### src/rtl/individual_fitness_acc.sv
// rtl/individual_fitness_acc.sv - Hamming-distance fitness accumulator for one 4x16-bit individual
//
// Scores one evolved individual against golden outputs over NUM_VECTORS accepted vectors.
// Each accepted vector contributes popcount({y3..y0} ^ {e3..e0}) (0..64) to a saturating
// score. The popcount is registered first, then accumulated, so the individual's
// combinational logic feeding y*/e* does not share a cycle with the adder.
//
// Ports:
//   clk        in   1      rising-edge clock
//   rst_n      in   1      asynchronous active-low reset
//   start      in   1      begin a new run (taken only in IDLE or DONE)
//   in_valid   in   1      vector present on y*/e*
//   in_ready   out  1      vector accepted this cycle if in_valid
//   y3..y0     in   16 ea  individual outputs
//   e3..e0     in   16 ea  golden outputs
//   score      out  FIT_W  accumulated Hamming distance, 0 = perfect
//   vec_count  out  16     vectors accepted in current run
//   busy       out  1      run in progress (RUN or DRAIN)
//   done       out  1      result valid, held until next start
//   perfect    out  1      done with zero distance
//   saturated  out  1      score clipped at its maximum during this run

module individual_fitness_acc #(
  parameter int NUM_VECTORS = 16,
  parameter int FIT_W       = 16
) (
  input  logic             clk,
  input  logic             rst_n,
  input  logic             start,
  input  logic             in_valid,
  output logic             in_ready,
  input  logic [15:0]      y3,
  input  logic [15:0]      y2,
  input  logic [15:0]      y1,
  input  logic [15:0]      y0,
  input  logic [15:0]      e3,
  input  logic [15:0]      e2,
  input  logic [15:0]      e1,
  input  logic [15:0]      e0,
  output logic [FIT_W-1:0] score,
  output logic [15:0]      vec_count,
  output logic             busy,
  output logic             done,
  output logic             perfect,
  output logic             saturated
);

  typedef enum logic [1:0] {
    S_IDLE  = 2'd0,
    S_RUN   = 2'd1,
    S_DRAIN = 2'd2,
    S_DONE  = 2'd3
  } state_t;

  localparam logic [15:0]      NV        = 16'(NUM_VECTORS);
  localparam logic [FIT_W-1:0] SCORE_MAX = '1;

  state_t           state;
  state_t           state_nx;

  logic             valid1;     // popcount stage holds a vector
  logic [6:0]       d1;         // its distance, 0..64
  logic             valid2;     // accumulate stage consumed a vector last edge
  logic             accept;
  logic             start_ok;
  logic [FIT_W:0]   sum;        // one extra bit to detect overflow

  function automatic logic [6:0] popcount64(input logic [63:0] v);
    logic [6:0] c;
    c = '0;
    for (int i = 0; i < 64; i++) begin
      c = c + {6'd0, v[i]};
    end
    return c;
  endfunction

  // Ready depends only on registered state so there is no path from in_valid to in_ready.
  assign in_ready  = (state == S_RUN) && (vec_count < NV);
  assign accept    = in_valid && in_ready;
  assign start_ok  = start && ((state == S_IDLE) || (state == S_DONE));
  assign sum       = {1'b0, score} + (FIT_W+1)'(d1);

  assign busy      = (state == S_RUN) || (state == S_DRAIN);
  assign done      = (state == S_DONE);
  assign perfect   = done && (score == '0);

  always_ff @(posedge clk or negedge rst_n) begin
    if (!rst_n) begin
      state <= S_IDLE;
    end else begin
      state <= state_nx;
    end
  end

  always_comb begin
    state_nx = state;
    case (state)
      S_IDLE:  if (start) state_nx = S_RUN;
      S_RUN:   if (vec_count == NV) state_nx = S_DRAIN;
      // Wait until the final vector has left both pipeline stages.
      S_DRAIN: if (!valid1 && !valid2) state_nx = S_DONE;
      S_DONE:  if (start) state_nx = S_RUN;
      default: state_nx = S_IDLE;
    endcase
  end

  always_ff @(posedge clk or negedge rst_n) begin
    if (!rst_n) begin
      valid1    <= 1'b0;
      d1        <= '0;
      valid2    <= 1'b0;
      score     <= '0;
      vec_count <= '0;
      saturated <= 1'b0;
    end else begin
      valid1 <= accept;
      valid2 <= valid1;
      if (accept) begin
        d1 <= popcount64({y3, y2, y1, y0} ^ {e3, e2, e1, e0});
      end

      // Both pipeline stages are empty in IDLE/DONE, so a start never collides
      // with an accumulate.
      if (start_ok) begin
        score     <= '0;
        vec_count <= '0;
        saturated <= 1'b0;
      end else begin
        if (accept) begin
          vec_count <= vec_count + 16'd1;
        end
        if (valid1) begin
          if (sum[FIT_W]) begin
            score     <= SCORE_MAX;
            saturated <= 1'b1;
          end else begin
            score <= sum[FIT_W-1:0];
          end
        end
      end
    end
  end

endmodule

### config.mk
export PLATFORM = sky130hd
export DESIGN_NAME = individual_fitness_acc
export DESIGN_NICKNAME = d
export VERILOG_FILES = /design/src/rtl/individual_fitness_acc.sv
export SDC_FILE = /design/constraint.sdc
export NUM_CORES = 1
export LEC_CHECK = 0
export CORE_UTILIZATION = 40
export CTS_BUF_LIST = sky130_fd_sc_hd__clkbuf_4 sky130_fd_sc_hd__clkbuf_8 sky130_fd_sc_hd__clkbuf_16
export DETAILED_ROUTE_END_ITERATION = 10
export PLACE_DENSITY = 0.86
export SLEW_MARGIN = 20
export SYNTH_ARGS = -nofsm -noshare
export SYNTH_HDL_FRONTEND = slang
export SYNTH_SLANG_ARGS = --single-unit
### constraint.sdc
create_clock -name clk -period 5.2 [get_ports clk]
set_clock_uncertainty 0.05 [all_clocks]
set_input_delay 1.04 -clock clk [delete_from_list [all_inputs] [get_ports clk]]
set_output_delay 1.04 -clock clk [all_outputs]
set_load 0.03 [all_outputs]
==> tab_implementation.tex <==
\begin{tabular}{lr}
\hline
Metric & Value \\
\hline
\multicolumn{2}{l}{\textbf{Synth}} \\
Top FF cell, synth & sky130\_fd\_sc\_hd\_\_dfrtp\_1 \\
EDFF count, synth & 0 \\
Synthesized instance count & 423 \\
Net count after synthesis & 638 \\
Distinct cell type count after synthesis & 51 \\
Netlist area before placement & 0.00450 mm2 \\
Share of synthesized flip-flops with an asynchronous set or reset & 100\% \\
Synthesized area per cell & 10.6 um2 \\
Sequential cell area fraction in the yosys report & 24.5\% \\
Flip-flop and latch count after synthesis & 44 \\
Synth warn & 0 \\
\multicolumn{2}{l}{\textbf{Clock tree}} \\
Maximum level of the CTS H-tree & 2 \\
Post-CTS clock slew at the launch and capture registers of the worst setup and hold paths & 80 ps \\
Later-pin clock latency in the skew report & 300 ps \\
TritonCTS clock tree & built \\
Sink count of the clock tree & 44 \\
Maximum clock path buffer count & 2 \\
Cell at the root of the clock tree & sky130\_fd\_sc\_hd\_\_clkbuf\_8 \\
Total clock buffers created by CTS & 5 \\
Hold-fix buffers, CTS & 0 \\
\multicolumn{2}{l}{\textbf{Worst setup path}} \\
Critical path capture point type & flop \\
Data arrival at the endpoint of the critical path & 6760 ps \\
Nature of the critical path startpoint & primary input \\
Crit path largest cell delay & 570 ps \\
Crit Path Class & in -> reg \\
CP Data Required Time & 5340 ps \\
Most common cell on crit path & sky130\_fd\_sc\_hd\_\_fa\_1 \\
Cell chain of the critical path & buf\_2 > xor2\_4 > fa\_1 > fa\_1 > inv\_2 > fa\_1 > fa\_1 > inv\_2 > fa\_1 > fa\_1 > inv\_1 > fa\_2 > fa\_1 > inv\_2 > ha\_4 > fa\_2 > a21o\_1 > a21oi\_2 > xnor2\_1 > mux2\_2 \\
Slowest stage cell on the critical path & sky130\_fd\_sc\_hd\_\_fa\_1 \\
Worst-path fanout max & 2 \\
\multicolumn{2}{l}{\textbf{STA}} \\
Worst slew slack as a fraction of its limit & 44.4\% \\
Worst path setup slack after routing & -1430 ps \\
Setup violators final & 7 \\
Transition time of the tightest slew-check pin & 828 ps \\
Post-route fraction of the period consumed by the critical path & 127\% \\
Final number of hold-violating endpoints & 0 \\
Fmax & 151 MHz \\
Unrepaired setup endpoints after global routing & true \\
Fin. max-slew vios & 0 \\
Time the final worst path needs with I/O delays and setup & 6630 ps \\
\multicolumn{2}{l}{\textbf{Status}} \\
Result of the run & complete, but fails checks \\
Failing checks & negative setup slack \\
\multicolumn{2}{l}{\textbf{Routing}} \\
Routed wl met2 & 6280 um \\
Drt wl/cell & 15.2 um \\
Total wirelength of the detailed-routed design & 11300 um \\
Via count of the routed design & 3772 \\
Post-detailed-route DRC marker count & 0 \\
Number of DRC violations after detailed-routing iteration 0 & 182 \\
Top Metal Used & met4 \\
Routed via count divided by cell count & 5.10 \\
Total met3 wirelength after detailed routing & 523 um \\
M1 wire length & 4200 um \\
Detailed-routing iteration count for the pre-antenna-repair pass & 4 \\
Remaining antenna violation count & 0 \\
\multicolumn{2}{l}{\textbf{Floorplanning}} \\
Cell Rows & 38 \\
X dimension of the die & 108 um \\
Die outline height & 108 um \\
Ports placed on the boundary & 169 \\
Starting utilization of the core area & 41.3\% \\
Die Area & 0.0117 mm2 \\
Core Footprint & 0.0109 mm2 \\
\multicolumn{2}{l}{\textbf{Layout}} \\
Most frequent standard cell in the layout excluding fill and tap cells & sky130\_fd\_sc\_hd\_\_clkdlybuf4s50\_1 \\
Relative area change from synthesis to final layout & 47.0\% \\
Diodes inserted & 0 \\
Count of filler cells inserted in the layout & 863 \\
Fraction of layout instances using a drive strength above 1 & 17.8\% \\
Total Nets Final & 814 \\
Finished Core Util & 60.7\% \\
Commonest cells after routing, fill and taps aside & sky130\_fd\_sc\_hd\_\_clkdlybuf4s50\_1 (101), sky130\_fd\_sc\_hd\_\_fa\_1 (51), sky130\_fd\_sc\_hd\_\_inv\_1 (48), sky130\_fd\_sc\_hd\_\_dfrtp\_1 (44) \\
\multicolumn{2}{l}{\textbf{Global routing}} \\
Via count of the first global-routing pass & 3908 \\
Antenna violations before repair & 0 \\
All-Layer GR Usage & 19.0\% \\
GRT Residual Overflow & 0 \\
Wire length of the first global-routing pass & 17500 um \\
Largest net degree at the start of global routing & 45 \\
\multicolumn{2}{l}{\textbf{Placement}} \\
Port-buffer cells & 168 \\
Pre-CTS worst setup slack & -2140 ps \\
Placer congestion estimate & 0.814 \\
Hpwl dp & 9180 um \\
\multicolumn{2}{l}{\textbf{Run}} \\
Max\_cap viols & 0 \\
\multicolumn{2}{l}{\textbf{Worst hold path}} \\
Class of the worst hold path & reg -> reg \\
\hline
\end{tabular}
## layout make-up
| class | count | area, um2 | share of cell area [%] |
|---|---|---|---|
| Clock buffer | 5 | 68.8 | 1.04 |
| Clock inverter | 3 | 42.5 | 0.644 |
| Inverter | 58 | 218 | 3.29 |
| Multi-Input combinational cell | 313 | 3400 | 51.4 |
| Sequential cell | 44 | 1100 | 16.7 |
| Tap cell | 140 | 175 | 2.65 |
| Timing Repair Buffer | 177 | 1600 | 24.3 |
## what timing repair did
action,CTS,global route
endpoints found under the setup margin,7,7
resized for setup,181,42
setup buffers,2,1
pin swaps,46,18
## cells in the mapped netlist (3+ instances only)
library cell / number / area [um2]
sky130_fd_sc_hd__a211oi_1: 5 / 37.5
sky130_fd_sc_hd__a21o_1: 3 / 22.5
sky130_fd_sc_hd__a21oi_1: 8 / 40.0
sky130_fd_sc_hd__a311oi_1: 3 / 26.3
sky130_fd_sc_hd__a31oi_1: 10 / 62.6
sky130_fd_sc_hd__and2_1: 13 / 81.3
sky130_fd_sc_hd__clkbuf_1: 8 / 30.0
sky130_fd_sc_hd__dfrtp_1: 44 / 1100
sky130_fd_sc_hd__fa_1: 55 / 1100
sky130_fd_sc_hd__ha_1: 28 / 350
sky130_fd_sc_hd__inv_1: 58 / 218
sky130_fd_sc_hd__mux2_2: 4 / 45.0
sky130_fd_sc_hd__mux2i_1: 4 / 40.0
sky130_fd_sc_hd__nand2_1: 10 / 37.5
sky130_fd_sc_hd__nand2b_1: 7 / 43.8
sky130_fd_sc_hd__nand3_1: 6 / 30.0
sky130_fd_sc_hd__nand3b_1: 5 / 37.5
sky130_fd_sc_hd__nand4_1: 4 / 25.0
sky130_fd_sc_hd__nor2_1: 9 / 33.8
sky130_fd_sc_hd__nor3_1: 7 / 35.0
sky130_fd_sc_hd__nor4_1: 5 / 31.3
sky130_fd_sc_hd__o211a_1: 3 / 30.0
sky130_fd_sc_hd__o211ai_1: 3 / 22.5
sky130_fd_sc_hd__o21a_1: 3 / 22.5
sky130_fd_sc_hd__o21ai_0: 10 / 50.1
sky130_fd_sc_hd__o31ai_1: 3 / 22.5
sky130_fd_sc_hd__or3_1: 5 / 31.3
sky130_fd_sc_hd__or4_1: 3 / 22.5
sky130_fd_sc_hd__or4_4: 3 / 33.8
sky130_fd_sc_hd__xnor2_1: 32 / 280
sky130_fd_sc_hd__xor2_1: 36 / 315
## routing by layer
| metal | up-vias | global-route usage [%] |
|---|---|---|
| li1 | 1775 | - |
| met1 | 1855 | 22.3 |
| met2 | 120 | 34.8 |
| met3 | 22 | 2.95 |
| met4 | 0 | 6.56 |
| met5 | - | 0 |
## flip-flops by register name, summed over array words and instances, names as in the netlist
signal,flops
state,2
d1,7
saturated,1
valid1,1
valid2,1
score,16
vec_count,16
## kinds of logic (layout without fill, tap and decap cells)
group	after synthesis	in the layout	share of synthesized area, %
muxes	8	8	1.89
DFF	44	44	24.5
and+or+nand+nor	86	86	11.8
adders and majority gates	83	83	32.3
xor gates and xnor gates	68	68	13.2
buffers and inverters	66	243	5.51
AOI/OAI and AO/OA	68	68	10.8
## worst paths after layout
check / start / end / slack (ps) / cells past startpoint
min in group asynchronous: rst_n / vec_count[9]$_DFFE_PN0P_ / 670 / 1
worst max-delay path: e2[7] / d1[4]$_DFFE_PN0P_ / -1430 / 20
worst min-delay path: d1[6]$_DFFE_PN0P_ / d1[6]$_DFFE_PN0P_ / 460 / 1
worst max register to register: score[0]$_DFFE_PN0P_ / score[6]$_DFFE_PN0P_ / 2300 / 6
max in group asynchronous: rst_n / d1[3]$_DFFE_PN0P_ / 4040 / 1
worst min register to register: d1[6]$_DFFE_PN0P_ / d1[6]$_DFFE_PN0P_ / 460 / 1
## critical path: cells and delay by family
kind	cells	cell delay, ps
adder cells (fa/ha/maj)	10	4510
multiplexers	1	250
buffers and inverters	5	350
XOR/XNOR	2	250
AO/OA/AOI/OAI	2	380
## per-stage QoR
stage / TNS (ps) / hold WS [ps] / cell area, um2 / std cells
5_1_grt: -9320 / 486 / 6610 / 740
3_3_place_gp: -12640 / 430 / 6410 / 729
3_5_place_dp: -13360 / 443 / 6410 / 729
4_1_cts: -8300 / 463 / 6620 / 739
2_1_floorplan: -8360 / 376 / 4540 / 423
6_report: -8170 / 458 / 6610 / 740
Power is left out: the tool's default activity adds up to more than one toggle a clock period on the data nets, which glitch-free logic cannot reach.
